**src/rtl/mem_busio_if.sv**
```systemverilog
`default_nettype none
// ============================================================================
//  Module      : mem_busio_if
//  Description : External memory bus bundle between the memory-stage bus
//                responder (master) and the memory/bus fabric (slave).
//                Word-oriented valid/ready request channel plus a response
//                strobe shared by reads and writes.
//  Revision    : 1.0 - initial release
// ============================================================================
interface mem_busio_if;
    logic        ext_valid;
    logic        ext_ready;
    logic        ext_write;
    logic [31:0] ext_address;
    logic [31:0] ext_write_data;
    logic [3:0]  ext_strobe;
    logic        ext_resp;
    logic [31:0] ext_read_data;

    modport master (
        output ext_valid,
        output ext_write,
        output ext_address,
        output ext_write_data,
        output ext_strobe,
        input  ext_ready,
        input  ext_resp,
        input  ext_read_data
    );

    modport slave (
        input  ext_valid,
        input  ext_write,
        input  ext_address,
        input  ext_write_data,
        input  ext_strobe,
        output ext_ready,
        output ext_resp,
        output ext_read_data
    );
endinterface
`default_nettype wire

```
**src/rtl/mem_busio.sv**
```systemverilog
`default_nettype none
// ============================================================================
//  Module      : mem_busio
//  Description : Bus-side responder for the memory pipeline stage. Turns the
//                stage's load/store request into one word transaction on the
//                external bus, returns aligned and extended load data, and
//                holds the pipeline via mem_busy until the access completes.
//  Revision    : 1.0 - initial release
// ============================================================================
module mem_busio (
    input  wire         clk,
    input  wire         reset,
    input  wire  [31:0] mem_address,
    input  wire  [31:0] mem_store_data,
    input  wire  [1:0]  mem_size,
    input  wire         mem_signed,
    input  wire         mem_load,
    input  wire         mem_store,
    input  wire         accept,
    output logic [31:0] mem_load_data,
    output logic        mem_busy,
    mem_busio_if.master bus
);

    typedef enum logic [1:0] {
        c_IDLE = 2'd0,
        c_REQ  = 2'd1,
        c_RESP = 2'd2,
        c_DONE = 2'd3
    } state_t;

    state_t      r_state;
    state_t      w_next;

    // Request fields captured when leaving IDLE; held stable for the bus
    logic [31:0] r_addr;
    logic [31:0] r_wdata;
    logic [3:0]  r_strobe;
    logic        r_write;
    logic [1:0]  r_size;
    logic        r_signed;
    logic [1:0]  r_off;
    logic [31:0] r_load_data;

    logic        w_req;
    logic        w_valid;
    logic [31:0] w_wdata;
    logic [3:0]  w_strobe;
    logic [31:0] w_shifted;
    logic [31:0] w_load_ext;

    // A size code of 11 is not a transfer; store wins when both flags are set
    assign w_req = (mem_load | mem_store) & (mem_size != 2'b11);

    // Replicate store data across byte lanes and pick the lanes to write
    always_comb begin
        w_wdata  = mem_store_data;
        w_strobe = 4'b1111;
        case (mem_size)
            2'b00: begin
                w_wdata  = {4{mem_store_data[7:0]}};
                w_strobe = 4'b0001 << mem_address[1:0];
            end
            2'b01: begin
                w_wdata  = {2{mem_store_data[15:0]}};
                w_strobe = 4'b0011 << {mem_address[1], 1'b0};
            end
            default: begin
                w_wdata  = mem_store_data;
                w_strobe = 4'b1111;
            end
        endcase
        if (!mem_store) begin
            w_strobe = 4'b0000;
        end
    end

    // Align the returned word to the requested byte and extend to 32 bits
    always_comb begin
        w_shifted = bus.ext_read_data >> {r_off, 3'b000};
        case (r_size)
            2'b00:   w_load_ext = {{24{r_signed & w_shifted[7]}},  w_shifted[7:0]};
            2'b01:   w_load_ext = {{16{r_signed & w_shifted[15]}}, w_shifted[15:0]};
            default: w_load_ext = w_shifted;
        endcase
    end

    // Next-state and handshake outputs; DONE waits for the stage to advance
    // so a request still presented is not issued twice
    always_comb begin
        w_next   = r_state;
        mem_busy = 1'b0;
        w_valid  = 1'b0;
        case (r_state)
            c_IDLE: begin
                mem_busy = w_req;
                if (w_req) begin
                    w_next = c_REQ;
                end
            end
            c_REQ: begin
                mem_busy = 1'b1;
                w_valid  = 1'b1;
                if (bus.ext_ready) begin
                    w_next = c_RESP;
                end
            end
            c_RESP: begin
                mem_busy = 1'b1;
                if (bus.ext_resp) begin
                    w_next = c_DONE;
                end
            end
            c_DONE: begin
                if (accept) begin
                    w_next = c_IDLE;
                end
            end
            default: begin
                w_next = c_IDLE;
            end
        endcase
    end

    // State register, request capture and load-result latch
    always_ff @(posedge clk) begin
        if (reset) begin
            r_state     <= c_IDLE;
            r_addr      <= 32'd0;
            r_wdata     <= 32'd0;
            r_strobe    <= 4'd0;
            r_write     <= 1'b0;
            r_size      <= 2'd0;
            r_signed    <= 1'b0;
            r_off       <= 2'd0;
            r_load_data <= 32'd0;
        end else begin
            r_state <= w_next;
            if (r_state == c_IDLE && w_req) begin
                r_addr   <= {mem_address[31:2], 2'b00};
                r_wdata  <= w_wdata;
                r_strobe <= w_strobe;
                r_write  <= mem_store;
                r_size   <= mem_size;
                r_signed <= mem_signed;
                r_off    <= mem_address[1:0];
            end
            if (r_state == c_RESP && bus.ext_resp && !r_write) begin
                r_load_data <= w_load_ext;
            end
        end
    end

    assign bus.ext_valid      = w_valid;
    assign bus.ext_write      = r_write;
    assign bus.ext_address    = r_addr;
    assign bus.ext_write_data = r_wdata;
    assign bus.ext_strobe     = r_strobe;
    assign mem_load_data      = r_load_data;

endmodule
`default_nettype wire
```
**src/flat_wrapper.sv**
```systemverilog
// flat-port wrapper written by rule: the top's interface ports become plain ports
module mem_busio_flat 
  (clk, reset, mem_address, mem_store_data, mem_size, mem_signed, mem_load, mem_store, accept, mem_load_data, mem_busy, bus_ext_valid, bus_ext_write, bus_ext_address, bus_ext_write_data, bus_ext_strobe, bus_ext_ready, bus_ext_resp, bus_ext_read_data);
  mem_busio_if bus_i ();
  input  wire clk;
  input  wire reset;
  input  wire  [31:0] mem_address;
  input  wire  [31:0] mem_store_data;
  input  wire  [1:0] mem_size;
  input  wire mem_signed;
  input  wire mem_load;
  input  wire mem_store;
  input  wire accept;
  output logic [31:0] mem_load_data;
  output logic mem_busy;
  output wire logic [$bits(bus_i.ext_valid)-1:0] bus_ext_valid;
  output wire logic [$bits(bus_i.ext_write)-1:0] bus_ext_write;
  output wire logic [$bits(bus_i.ext_address)-1:0] bus_ext_address;
  output wire logic [$bits(bus_i.ext_write_data)-1:0] bus_ext_write_data;
  output wire logic [$bits(bus_i.ext_strobe)-1:0] bus_ext_strobe;
  input wire logic [$bits(bus_i.ext_ready)-1:0] bus_ext_ready;
  input wire logic [$bits(bus_i.ext_resp)-1:0] bus_ext_resp;
  input wire logic [$bits(bus_i.ext_read_data)-1:0] bus_ext_read_data;
  assign bus_ext_valid = bus_i.ext_valid;
  assign bus_ext_write = bus_i.ext_write;
  assign bus_ext_address = bus_i.ext_address;
  assign bus_ext_write_data = bus_i.ext_write_data;
  assign bus_ext_strobe = bus_i.ext_strobe;
  assign bus_i.ext_ready = bus_ext_ready;
  assign bus_i.ext_resp = bus_ext_resp;
  assign bus_i.ext_read_data = bus_ext_read_data;
  mem_busio u_core (.clk(clk), .reset(reset), .mem_address(mem_address), .mem_store_data(mem_store_data), .mem_size(mem_size), .mem_signed(mem_signed), .mem_load(mem_load), .mem_store(mem_store), .accept(accept), .mem_load_data(mem_load_data), .mem_busy(mem_busy), .bus(bus_i));
endmodule
```
**config.mk**
```make
export PLATFORM = sky130hd
export DESIGN_NAME = mem_busio_flat
export DESIGN_NICKNAME = d
export VERILOG_FILES = /design/src/rtl/mem_busio_if.sv /design/src/rtl/mem_busio.sv /design/src/flat_wrapper.sv
export SDC_FILE = /design/constraint.sdc
export NUM_CORES = 1
export LEC_CHECK = 0
export CORE_MARGIN = 4
export CORE_UTILIZATION = 45
export CTS_CLUSTER_DIAMETER = 50
export CTS_CLUSTER_SIZE = 24
export DETAILED_ROUTE_END_ITERATION = 10
export GPL_TIMING_DRIVEN = 1
export PLACE_DENSITY_LB_ADDON = 0.2
export SLEW_MARGIN = 25
export SYNTH_ARGS = -nofsm -noshare
export SYNTH_HDL_FRONTEND = slang
export SYNTH_SLANG_ARGS = --single-unit
```
**constraint.sdc**
```tcl
create_clock -name clk -period 4.41 [get_ports clk]
set_input_delay 1.323 -clock clk [delete_from_list [all_inputs] [get_ports clk]]
set_output_delay 1.323 -clock clk [all_outputs]
set_load 0.02 [all_outputs]
```
Yosys cells after proc, flatten, opt, wreduce, memory -nomap -nowiden. Index checks and enable logic that the tools add are counted.

Register bits: 106. Bits of input ports: 106. Output and inout bits: 103. Logic and storage cells: 46.

Equality and inequality tests: 10. Shift operators: 3. Muxes and demuxes: 11. Bitwise logic cells: 4. Reductions and logical operators: 9.

Operators by type and width (count): one-hot mux 32 bit (2 select lines) (2); right shift 32 x 5 -> 32 bit (1); two-way mux 2 bit (4); != test 2 bit (second input constant) (4); one-hot mux 2 bit (4 select lines) (1); one-hot mux 4 bit (2 select lines) (1); == test 2 x 1 -> 1 bit (second input constant) (3); logical NOT 2 bit (3); == test 2 bit (second input constant) (2); two-way mux 4 bit (1); AND reduction 4 bit (1); left shift 1 x 2 -> 4 bit (first input constant) (1); left shift 2 x 2 -> 4 bit (first input constant) (1); bitwise AND 1 bit (3); logical AND 1 bit (3); != test 2 x 1 -> 1 bit (second input constant) (1); one-hot mux 1 bit (2 select lines) (1); OR reduction 2 bit (1); logical NOT 1 bit (1); two-way mux 1 bit (1); OR 1 bit (1).

Depth between registers and ports, before layout. Gate-level depths: netlist of the first run.

Word-level depth: 4. Mapped depth: 8. Depth with buffers taken out: 6.

Least setup slack after synthesis of the first run. Ideal clock, no wire load.

Path kind: input -> output. From: input port mem_store. To: output port mem_busy. Arrival: 2316 ps. Required time: 3087 ps. Path slack: 771 ps. Cell stages on the path: 6. Buffers on the path: 2. Path through: a2bb2oi_1 > and2_1 > buf_2 > buf_2 > nor2_1 > nor2_1.

Word-level cells in the longest chain between the ends: 3.

Ends and longest elaborated chain: from (decl) (RTL line flat_wrapper.sv:12) `input wire mem_store;`; OR 1 bit (RTL line mem_busio.sv:53) `assign w_req = (mem_load | mem_store) & (mem_size != 2'b11);`; bitwise AND 1 bit (RTL line mem_busio.sv:53); one-hot mux 1 bit (2 select lines) (RTL line mem_busio.sv:94) `case (r_state)`; to (decl) (RTL line flat_wrapper.sv:15) `output logic mem_busy;`.

No other way between the ends.

Worst setup path in the final report of the first run. Same ends and word-level chain as after synthesis.

==> results of run 1 <==
==> metrics by stage <==
stage | power (W) | util [%]
5_1_grt | 0.003520 | 68.41
2_1_floorplan | 0.002137 | -
3_3_place_gp | 0.002671 | 66.36
6_report | 0.003310 | 68.41
3_5_place_dp | 0.002715 | 66.36
4_1_cts | 0.003337 | 68.41
==> final timing paths <==
| kind | start | cells after the start | slack (ns) | endpoint |
|---|---|---|---|---|
| worst max-delay path | mem_store | 6 | 0.18 | mem_busy |
| worst min-delay path | u_core.mem_load_data[7] | 2 | 0.46 | u_core.mem_load_data[7] |
| worst max register to register | u_core.r_off[0] | 6 | 2.14 | u_core.mem_load_data[17] |
| worst min register to register | u_core.mem_load_data[7] | 2 | 0.46 | u_core.mem_load_data[7] |
==> routing by layer <==
layer / routed length, um / part of all wire [%] / vias to the layer above / GRT usage, %
li1: - / - / 2311 / -
met1: 5687 / 40 / 2126 / 25.26
met2: 6932 / 48 / 195 / 39.40
met3: 1278 / 8.9 / 34 / 9.096
met4: 467 / 3.3 / 0 / 8.539
met5: 0 / 0 / - / 0
==> kinds of logic (layout without fill, tap and decap cells) <==
logic type / count (synthesis) / in the layout / share of synthesized area, %
other cells: 1 / 2 / 0.07921
flops: 106 / 106 / 44.82
buf+inv: 52 / 238 / 5.180
fa+ha+maj: 4 / 4 / 1.057
compound gates: 146 / 146 / 20.40
simple gates: 210 / 210 / 17.44
mux: 50 / 50 / 11.02
==> power by group through the flow <==
stage | logic [W] | clock network, W | registers [W]
final | 0.00145 | 0.000620 | 0.00124
after global routing | 0.00158 | 0.000680 | 0.00126
after CTS | 0.00146 | 0.000639 | 0.00124
after detailed placement | 0.00146 | 0 | 0.00126
after global placement | 0.00142 | 0 | 0.00125
after floorplan | 0.000694 | 0 | 0.00144
==> layout make-up <==
type	count	area (um2)	share of cell area, %
clock buffer	9	123.9	1.762
clock inverter	7	86.33	1.228
inverter	7	26.28	0.3737
multi-input combinational	412	2375	33.78
sequential	106	2122	30.18
tap	136	170.2	2.420
timing repair buffer	215	2127	30.25
==> registers in the layout, summed over array words and instances, names as in the netlist <==
signal                     flops
u_core.bus.ext_write           1
u_core.r_off                   2
u_core.r_signed                1
u_core.r_state                 2
u_core.bus.ext_write_data     32
u_core.mem_load_data          32
u_core.bus.ext_strobe          4
u_core.bus.ext_address        30
u_core.r_size                  2
==> synth_stat cells (2+ instances only) <==
master,instances,area [um2]
buf_2,13,65.06
nor2b_1,2,12.51
nand2_1,142,533.0
mux2i_1,42,420.4
o211ai_1,10,75.07
nand3b_1,2,15.01
o21ai_0,25,125.1
a21oi_1,64,320.3
nand3_1,3,15.01
nor2_1,53,198.9
inv_1,7,26.28
buf_1,2,7.510
ha_1,4,50.05
a22o_1,7,61.31
a311oi_1,9,78.83
dfxtp_1,106,2122
buf_6,2,22.52
clkbuf_1,23,86.33
a211oi_2,11,137.6
mux2_2,7,78.83
a211oi_1,15,112.6
buf_4,5,37.54
nand2b_1,5,31.28
==> worst reg2reg max path: cells and delay by family, from the launching register on <==
kind	cells	cell delay (ns)
flip-flops	1	0.32
buffers and inverters	2	0.66
AO/OA/AOI/OAI	3	0.80
multiplexers	1	0.33
==> results.toml, run 1 <==
[cells_and_area]
final_common_cell = "clkdlybuf4s50_1"
fill_cells = 854
synthToLayoutAreaGrowth_pct = 48.49
antenna_cells = 0
stdcell_count = 892
fin_area_um2 = 7030
mostFrequentLayoutCells = "clkdlybuf4s50_1 (205), nand2_1 (141), dfxtp_1 (106)"
nets = 861
drive_above_1_share_pct = 6.614

[clocking]
cts_tree = "yes"
cts_root_buf = "clkbuf_8"
clkLatencyLatePin_ns = 0.36
cts.clk_slew.worst_paths_ns = 0.10
htreeDepth = 3
cts_buffer_depth = 2
ctsHoldBuffers = 0
cts_buffers = 9
cts_resized = 0
cts_setup_buffers = 0
clock_sink_count = 106

[global_routing]
grt_overflow_total = 0
grt_pass1_wl_mm = 23.11
grt_max_degree = 89
grtUsageTotal_pct = 22.84
grt_pass1_vias = 4634
grt_antenna_before_repair = 0

[timing]
min_period_ns = 4.235
relSlewSlack_pct = 38.21
period_share_pct = 96.02
fmax_mhz = 236.2
setup_ws_ns = 0.1755
hold_ws_ns = 0.4583
final-hold-violation-count = 0
max_slew.worst_pin.slew_ns = 0.9268
slew_violations = 0
rsz0062_at_grt = "false"
tns_ns = 0
setup_viol = 0
clock_skew_ns = 0.01406

[drt]
wl_mm = 14.37
drc = 0
drtIter0Drc = 210
wl_per_cell_um = 16.11
via_per_inst = 5.231
first_pass_iters = 5
vias = 4666
ant_nets = 0

[yosys]
synth-seq-cells = 106
syn_area_um2 = 4735
yosysUniqueCellTypes = 33
synth-edff-count = 0
synth_seq_area_share_pct = 44.82
synthArstFlopShare_pct = 0
synth_warnings = 0
synthFlopType = "dfxtp_1"
netlist_instances = 569
syn_area_per_cell_um2 = 8.321

[die]
start_util_pct = 46.07
fp.dieW_um = 110.6
core-area_um2 = 10280
io_pins = 209
dieArea_um2 = 12230
die_h_um = 110.6
rows = 37

[worst_setup_path]
setup.worst_path.end_class = "output pin"
crit_family = "buffers and inverters"
required_ns = 3.09
worstPathArrival_ns = 2.91
worst_path_max_delay_cell = "clkdlybuf4s50_1"
critPathLaunchType = "input pin"
crit_fanout = 2
worst-path-buf-inv = 2
critical_path_class = "in -> out"
path_cells = "clkdlybuf4s50_1 > a2bb2oi_1 > and2_2 > nor2_1 > nor2_1 > clkdlybuf4s50_1"
max_stage_delay_ns = 0.60

[place]
placed_area_um2 = 6820
dp_slack_ns = 0.1705
gp_congestion = 0.8756
placed_cells = 876
portBuffers = 206
hpwl_mm = 10.64

[power_and_ir_drop]
leakage_nw = 2.547
p_sw_share_pct = 38.29
ir_worst_vdd_mv = 0.2339
switching_power_w = 0.001267
p_int_w = 0.002042
clock_power_share_pct = 18.7
combPwrFrac_pct = 43.9
seqPwrFrac_pct = 37.4
powerDensity_nw_per_um2 = 470.8

[status]
status = "complete, no violations"

[job]
max_cap_violations = 0

[hold_path]
hold_class = "reg -> reg"
Note: power is estimated with default switching activity, not from simulation.
==> run 2: changes to the inputs <==
clock period = 4.9 ns   (was 4.41 ns; I/O delays follow)
==> results.toml, run 2 (synthesis results as in run 1) <==
[cells_and_area]
mostFrequentLayoutCells = "clkdlybuf4s50_1 (205), nand2_1 (141), dfxtp_1 (106)"
drive_above_1_share_pct = 6.233
final_common_cell = "clkdlybuf4s50_1"
stdcell_count = 890
synthToLayoutAreaGrowth_pct = 49.00
antenna_cells = 0
final_core_util_pct = 68.64
fill_cells = 869
nets = 859

[clocking]
cts_buffer_depth = 2
clkLatencyLatePin_ns = 0.37
ctsHoldBuffers = 0
cts_buffers = 9
cts_resized = 0
cts.clk_slew.worst_paths_ns = 0.10
cts_setup_buffers = 0
cts_root_buf = "clkbuf_8"
htreeDepth = 3
cts_tree = "yes"
clock_sink_count = 106

[drt]
via_per_inst = 5.222
wl_mm = 14.14
drtIter0Drc = 237
wl_per_cell_um = 15.89
first_pass_iters = 4
vias = 4648
ant_nets = 0
drc = 0

[timing]
fmax_mhz = 213.7
final-hold-violation-count = 0
tns_ns = 0
setup_viol = 0
rsz0062_at_grt = "false"
slew_violations = 0
clock_skew_ns = 0.01118
max_slew.worst_pin.slew_ns = 0.9988
hold_ws_ns = 0.4584
period_share_pct = 95.50
min_period_ns = 4.680
relSlewSlack_pct = 33.20

[global_routing]
grt_busiest_layer = "met2"
use_met2_pct = 40.66
grt_max_degree = 89
grt_overflow_total = 0
grt_pass1_vias = 4686
grtUsageTotal_pct = 22.75
met1_usage_pct = 24.77
grt_pass1_wl_mm = 23.03
grt_antenna_before_repair = 0
use_met3_pct = 8.932

[place]
gp_congestion = 0.8698
portBuffers = 206
placed_cells = 874
hpwl_mm = 10.55

[worst_setup_path]
critical_path_class = "in -> out"
worstPathArrival_ns = 3.21
setup.worst_path.end_class = "output pin"
critPathLaunchType = "input pin"
crit_fanout = 3
required_ns = 3.43

[power_and_ir_drop]
powerDensity_nw_per_um2 = 434.9
ir_worst_vdd_mv = 0.2486
leakage_nw = 2.555

[die]
dieArea_um2 = 12230
core-area_um2 = 10280
start_util_pct = 46.07
rows = 37
die_h_um = 110.6
io_pins = 209
fp.dieW_um = 110.6

[hold_path]
hold_class = "reg -> reg"

[status]
status = "complete, no violations"

[job]
max_cap_violations = 0
[run 2: cell type report]
| class | instances | area (um2) | share of cell area [%] |
|---|---|---|---|
| Clock buffer | 10 | 127.6 | 1.809 |
| Clock inverter | 6 | 121.4 | 1.720 |
| Inverter | 7 | 26.28 | 0.3725 |
| Multi-Input combinational cell | 412 | 2375 | 33.66 |
| Sequential cell | 106 | 2122 | 30.08 |
| Tap cell | 136 | 170.2 | 2.412 |
| Timing Repair Buffer | 213 | 2112 | 29.94 |
[run 2: final timing paths]
check | start | to | slack [ns] | cells after the start
setup / recovery | mem_store | mem_busy | 0.22 | 6
hold / removal | u_core.mem_load_data[1] | u_core.mem_load_data[1] | 0.46 | 2
setup reg to reg | u_core.r_off[0] | u_core.mem_load_data[19] | 2.54 | 5
hold reg to reg | u_core.mem_load_data[1] | u_core.mem_load_data[1] | 0.46 | 2
[run 2: stage by stage]
step	area [um2]	setup WS (ns)	total power, W
floorplan	4738	0.9669	0.001923
global placement	6805	0.2839	0.002401
detailed placement	6805	0.2303	0.002438
CTS	7054	0.2130	0.003098
global route	7054	0.1142	0.003262
finish	7054	0.2203	0.003068
[run 2: critical path, cell delays in order]
cell and delay [ns]:
clkdlybuf4s50_1 0.48, a2bb2oi_1 0.32, and2_2 0.21, nor2_1 0.04
nor2_1 0.08, clkdlybuf4s50_1 0.60
[run 2: per-layer routing]
metal	wire (um)	up-vias
met3	1332	23
met1	5459	2157
met4	284	0
met5	0	-
met2	7064	164
li1	-	2304
[run 2: report_power, final]
| part | switching (W) | internal (W) | total [W] |
|---|---|---|---|
| Combinational | 0.000725 | 0.000568 | 0.00129 |
| Clock | 0.000310 | 0.000349 | 0.000659 |
| Sequential | 0.0000932 | 0.00102 | 0.00112 |
| Total | 0.00113 | 0.00194 | 0.00307 |
